## config.mk

```make
export PLATFORM = sky130hd
export DESIGN_NAME = mem_port_arbiter
export DESIGN_NICKNAME = d
export VERILOG_FILES = /design/src/rtl/mem_port_arbiter.sv
export SDC_FILE = /design/constraint.sdc
export NUM_CORES = 1
export LEC_CHECK = 0
export CAP_MARGIN = 30
export CORE_MARGIN = 4
export CORE_UTILIZATION = 30
export CTS_BUF_LIST = sky130_fd_sc_hd__clkbuf_8
export CTS_CLUSTER_SIZE = 16
export DETAILED_ROUTE_END_ITERATION = 10
export PLACE_DENSITY = 0.75
export SLEW_MARGIN = 20
export SYNTH_ARGS = -nofsm -noshare
export SYNTH_HDL_FRONTEND = slang
export SYNTH_SLANG_ARGS = --single-unit
```

## constraint.sdc

```tcl
create_clock -name clk -period 1.4 [get_ports clk]
set_input_delay 0.42 -clock clk [delete_from_list [all_inputs] [get_ports clk]]
set_output_delay 0.42 -clock clk [all_outputs]
set_load 0.05 [all_outputs]
```

## src/rtl/mem_port_arbiter.sv

```systemverilog
// Two-requester arbiter for a single memory port. The data port (D) wins
// contention unless it has already taken MAX_D_STREAK consecutive grants while
// the instruction port (I) was waiting, in which case I is forced through.
// The winner's request is captured at grant time and replayed on the memory
// port until pmem_resp, so requesters may change or drop their inputs
// mid-transaction without disturbing memory.
module mem_port_arbiter #(
  parameter int ADDR_W       = 16,
  parameter int DATA_W       = 16,
  parameter int MAX_D_STREAK = 2
) (
  input  logic                  clk,
  input  logic                  rst_n,
  // instruction port (read-only)
  input  logic                  read_i,
  input  logic [ADDR_W-1:0]     addr_i,
  output logic                  resp_i,
  output logic [DATA_W-1:0]     rdata_i,
  // data port (read/write)
  input  logic                  read_d,
  input  logic                  write_d,
  input  logic [ADDR_W-1:0]     addr_d,
  input  logic [DATA_W-1:0]     wdata_d,
  input  logic [DATA_W/8-1:0]   wmask_d,
  output logic                  resp_d,
  output logic [DATA_W-1:0]     rdata_d,
  // physical memory port
  output logic                  pmem_read,
  output logic                  pmem_write,
  output logic [ADDR_W-1:0]     pmem_address,
  output logic [DATA_W-1:0]     pmem_wdata,
  output logic [DATA_W/8-1:0]   pmem_wmask,
  input  logic [DATA_W-1:0]     pmem_rdata,
  input  logic                  pmem_resp
);

  localparam int MASK_W = DATA_W / 8;
  localparam logic [2:0] STREAK_MAX = 3'(MAX_D_STREAK);

  typedef enum logic [1:0] {
    IDLE    = 2'd0,
    SERVE_I = 2'd1,
    SERVE_D = 2'd2
  } state_t;

  state_t              state_reg, state_next;
  logic [ADDR_W-1:0]   addr_reg, addr_next;
  logic [DATA_W-1:0]   wdata_reg, wdata_next;
  logic [MASK_W-1:0]   wmask_reg, wmask_next;
  logic                write_reg, write_next;
  logic [2:0]          d_streak_reg, d_streak_next;

  logic                d_pending;
  logic                d_may_win;

  assign d_pending = read_d | write_d;
  // D loses only when I is waiting and D has used up its streak allowance.
  assign d_may_win = d_pending && (!read_i || (d_streak_reg < STREAK_MAX));

  // State, request latches and streak counter; reset clears everything so all
  // outputs fall to zero immediately.
  always_ff @(posedge clk or negedge rst_n) begin
    if (!rst_n) begin
      state_reg    <= IDLE;
      addr_reg     <= '0;
      wdata_reg    <= '0;
      wmask_reg    <= '0;
      write_reg    <= 1'b0;
      d_streak_reg <= 3'd0;
    end else begin
      state_reg    <= state_next;
      addr_reg     <= addr_next;
      wdata_reg    <= wdata_next;
      wmask_reg    <= wmask_next;
      write_reg    <= write_next;
      d_streak_reg <= d_streak_next;
    end
  end

  // Grant decision in IDLE and completion detection while serving.
  always_comb begin
    state_next    = state_reg;
    addr_next     = addr_reg;
    wdata_next    = wdata_reg;
    wmask_next    = wmask_reg;
    write_next    = write_reg;
    d_streak_next = d_streak_reg;
    case (state_reg)
      IDLE: begin
        if (d_may_win) begin
          state_next = SERVE_D;
          addr_next  = addr_d;
          wdata_next = wdata_d;
          wmask_next = wmask_d;
          write_next = write_d;
          // Only grants that make I wait count toward the streak.
          if (read_i) begin
            d_streak_next = (d_streak_reg < STREAK_MAX) ? d_streak_reg + 3'd1
                                                        : d_streak_reg;
          end else begin
            d_streak_next = 3'd0;
          end
        end else if (read_i) begin
          state_next    = SERVE_I;
          addr_next     = addr_i;
          wdata_next    = '0;
          wmask_next    = '0;
          write_next    = 1'b0;
          d_streak_next = 3'd0;
        end else begin
          d_streak_next = 3'd0;
        end
      end
      SERVE_I, SERVE_D: begin
        if (pmem_resp) begin
          state_next = IDLE;
        end
      end
      default: state_next = IDLE;
    endcase
  end

  // Memory port driven purely from the latched request; responses routed
  // to the owner only and data zeroed outside the response cycle.
  always_comb begin
    pmem_read    = (state_reg == SERVE_I) || ((state_reg == SERVE_D) && !write_reg);
    pmem_write   = (state_reg == SERVE_D) && write_reg;
    pmem_address = addr_reg;
    pmem_wdata   = wdata_reg;
    pmem_wmask   = wmask_reg;
    resp_i       = (state_reg == SERVE_I) && pmem_resp;
    resp_d       = (state_reg == SERVE_D) && pmem_resp;
    rdata_i      = resp_i ? pmem_rdata : '0;
    rdata_d      = resp_d ? pmem_rdata : '0;
  end

endmodule

```

==> run summary <==
The total routed wirelength is 7380 µm. The number of H-tree levels is 2. The data arrival at the endpoint of the critical path came out at about 1.5 ns. The worst hold path belongs to the class in -> async. STA classifies the critical path endpoint as an output port. The largest net degree at the start of global routing is 41. The initial utilization of the core area, before any placement, comes to 30.7%. The maximum net fanout on the critical path is 9. The CTS tree is yes.

The flow ran to the end, but the final reports show violations. In this run the mean area of a mapped cell was 11.5 µm². The power consumption came out at between 10 and 15 mW. The residual overflow from global routing is 0. The final net count came out at around 410. The signal on the critical path passes through inv_2 -> ha_4 -> clkbuf_16 -> and3_4 -> buf_12.

The post-synthesis cell count is 169. By startpoint and endpoint, the worst setup path is classified as reg -> out. The first-pass iteration count of the detailed router came out at 4. The width of the chip is just under 90 µm. The checks that failed: negative setup slack. The area overhead of the layout relative to synthesis came out at 147%.

The average routed wire per standard cell came out at between 15 and 20 µm. Yosys mapped a number of flops with a built-in enable equal to 0. The post-synthesis sequential area ratio is ~52%. The most used flip-flop cell after synthesis is sky130_fd_sc_hd__dfrtp_1.

The die area is slightly below 8000 µm². Clock-pin slew was measured on the worst setup and hold paths at approximately 0.080 ns. The longest clock path from root to sink contains 2 buffers. The routability-driven placement congestion ratio came out at ~0.8.

In this run the power density over the cells is around 2300 nW/µm². Setup violations remaining at the end of the flow were counted as 76. The delay contributed by the slowest stage of the critical path came out at around 0.44 ns. The hold violation count in the final report is 0. TritonCTS created 5 clock buffers. The number of max-slew violations in the final report is 0. The highest attainable clock frequency is 528 MHz. The number of instances in the placed design came out at ~400. In the routed layout, each cell is associated on average with a via count of roughly 5.

For this design, the CTS-stage hold fixing added 0 buffers. Counting flops and latches in the post-synthesis netlist gives 40. Of the available clock period, the critical path in the final layout requires 135%.

In this run the biggest area consumer among cell types represents 51.6% of the synthesized area. The kind of start point of the critical path is a register. The boundary pin count is ~140. The post-route core utilization is around three quarters.

The number of global-route vias before repair came out at 2104. The number of warning messages in the yosys log is 0. The number of vias in the routed layout is between 2000 and 2500.

The number of antenna violations at the first check in global routing came out at 0. Excluding fillers, the count of instances in the completed layout stands at a little over 400. The headroom to the max-slew limit is between 70% and 80%.

Before CTS, the worst setup slack after placement is -0.513 ns. The total leakage power is between 2 and 2.5 nW. Port buffering added ~140 buffers.

The HPWL after detailed placement is ~5200 µm. Measured along the y axis, the die boundary spans slightly below 90 µm. The clock skew after layout came out at just over 0.008 ns. The measured slew at the worst slew-check pin came out at ~0.4 ns.

The commonest cells after synthesis are sky130_fd_sc_hd__dfrtp_1, sky130_fd_sc_hd__and3_1, sky130_fd_sc_hd__a22o_1. The post-route antenna net violation count came out at 0. The fraction of layout instances using a drive strength above 1 came out at around 47%. The count of standard-cell rows came out at 29. The core outline area is roughly 6300 µm².

For this block, the initial DRC count from the detailed router was 52. The number of distinct library cell variants in the gate-level netlist after synthesis is 25. By area the synthesized netlist is led by sky130_fd_sc_hd__dfrtp_1, sky130_fd_sc_hd__and3_1, sky130_fd_sc_hd__a22o_1, sky130_fd_sc_hd__a221o_1, sky130_fd_sc_hd__and2_1. The total standard cell area after synthesis is 1940 µm². The number of violations of the max-capacitance limit is 0. IR analysis of the VDD net gives a maximum drop of 1590 µV.

The clock latency on the worst-skew pair is between 0.2 and 0.3 ns. The sink count of the clock tree is 40. The remaining routing DRC violations is 0. The required time of the critical path came out at between 0.9 and 1 ns. Setup slack on the critical path of the routed design comes to -0.493 ns. The wire length of the first global-routing pass came out at roughly 11000 µm. Setup repair after global routing could not meet its margin everywhere. The minimum clock period is 1.89 ns. The most frequently used cell type in the post-synthesis netlist is sky130_fd_sc_hd__dfrtp_1. The cell sitting at the root of the clock tree is a sky130_fd_sc_hd__clkbuf_8.

For this run, asynchronously set or reset flops after synthesis account for 100%. The biggest area contributor in the post-synthesis netlist is sky130_fd_sc_hd__dfrtp_1. The post-synth net total is around 250. The standard cell with the maximum stage delay on the critical path is sky130_fd_sc_hd__dfrtp_1.

The count of inserted antenna diode cells came out at 0. The global-route usage over all layers is 17.4%.
[routing by layer]
metal / global-route usage [%] / wire length, µm / vias to the layer above
met3: 5.77 / 751 / 4
met1: 21.5 / 2930 / 996
li1: - / - / 979
met5: 0 / 0 / -
met4: 4.53 / 53 / 0
met2: 29.4 / 3640 / 103
[where the power goes]
part	leakage (nW)	internal [mW]	switching [mW]
sequential	0.498	1.71	0.583
combinational	1.54	4.18	3.89
clock	0.0538	0.388	0.389
[metrics by stage]
step	instance area, µm²	TNS (ns)	hold slack, ns
after detailed placement	4500	-35.26	0.414
after floorplan	2140	-7.48	0.124
after CTS	4670	-21.85	0.0980
after global placement	4500	-33.78	0.406
after global routing	4790	-32.04	0.111
final	4790	-27.69	0.0916
[cell usage in the layout, fill, tap and decap left out, types with 2 or more instances in the layout]
| master | n |
|---|---|
| sky130_fd_sc_hd__inv_1 | 4 |
| sky130_fd_sc_hd__inv_2 | 2 |
| sky130_fd_sc_hd__dfrtp_1 | 40 |
| sky130_fd_sc_hd__nand2_1 | 3 |
| sky130_fd_sc_hd__a21oi_1 | 2 |
| sky130_fd_sc_hd__ha_4 | 2 |
| sky130_fd_sc_hd__clkbuf_16 | 2 |
| sky130_fd_sc_hd__a221o_1 | 15 |
| sky130_fd_sc_hd__and2_1 | 15 |
| sky130_fd_sc_hd__and2_4 | 3 |
| sky130_fd_sc_hd__buf_4 | 21 |
| sky130_fd_sc_hd__o31ai_4 | 2 |
| sky130_fd_sc_hd__clkbuf_8 | 6 |
| sky130_fd_sc_hd__dlygate4sd2_1 | 4 |
| sky130_fd_sc_hd__clkdlybuf4s50_1 | 66 |
| sky130_fd_sc_hd__buf_12 | 77 |
| sky130_fd_sc_hd__and3_4 | 35 |
| sky130_fd_sc_hd__a22o_1 | 21 |
[final timing paths]
path / startpoint / endpoint / slack, ns / cells after the start
max reg2reg: state_reg[1]$_DFFE_PN0P_ / pmem_address[9]$_DFFE_PN0P_ / -0.34 / 7
min in group clk: d_streak_reg[0]$_DFFE_PN0P_ / d_streak_reg[0]$_DFFE_PN0P_ / 0.50 / 1
max in group asynchronous: rst_n / pmem_wdata[12]$_DFFE_PN0P_ / 1.10 / 2
min reg2reg: d_streak_reg[0]$_DFFE_PN0P_ / d_streak_reg[0]$_DFFE_PN0P_ / 0.50 / 1
min: rst_n / pmem_address[5]$_DFFE_PN0P_ / 0.09 / 2
max: state_reg[0]$_DFFE_PN0P_ / rdata_d[2] / -0.49 / 5
[layout make-up]
cell class                      instances  area [µm²]
Timing Repair Buffer                  173        2490
Fill cell                             419        1520
Multi-Input combinational cell        113        1100
Sequential cell                        40        1000
Tap cell                               77        96.3
Clock buffer                            6        82.6
Inverter                                4        15.0
Clock inverter                          2        7.51
[worst max-delay path, delay by kind of cell, from the launching register on]
family | cells | cell delay, ns
and+or+nand+nor | 1 | 0.19
DFF | 1 | 0.44
buffers and inverters | 3 | 0.39
adders and majority gates | 1 | 0.16
[cell families after synthesis]
logic type,synth area share (%)
AO/OA/AOI/OAI,21.3
flip-flops,51.6
adder cells (fa/ha/maj),2.58
AND/OR/NAND/NOR,18.8
buffers and inverters,5.74
[repair_timing]
item                       in CTS  in global routing
resized for setup              12                  7
cloned                          3                  3
pin swaps                       2                  2
setup buffers                   1                  3
setup endpoints to repair      73                 75
Note: power is estimated with default switching activity, not from simulation.
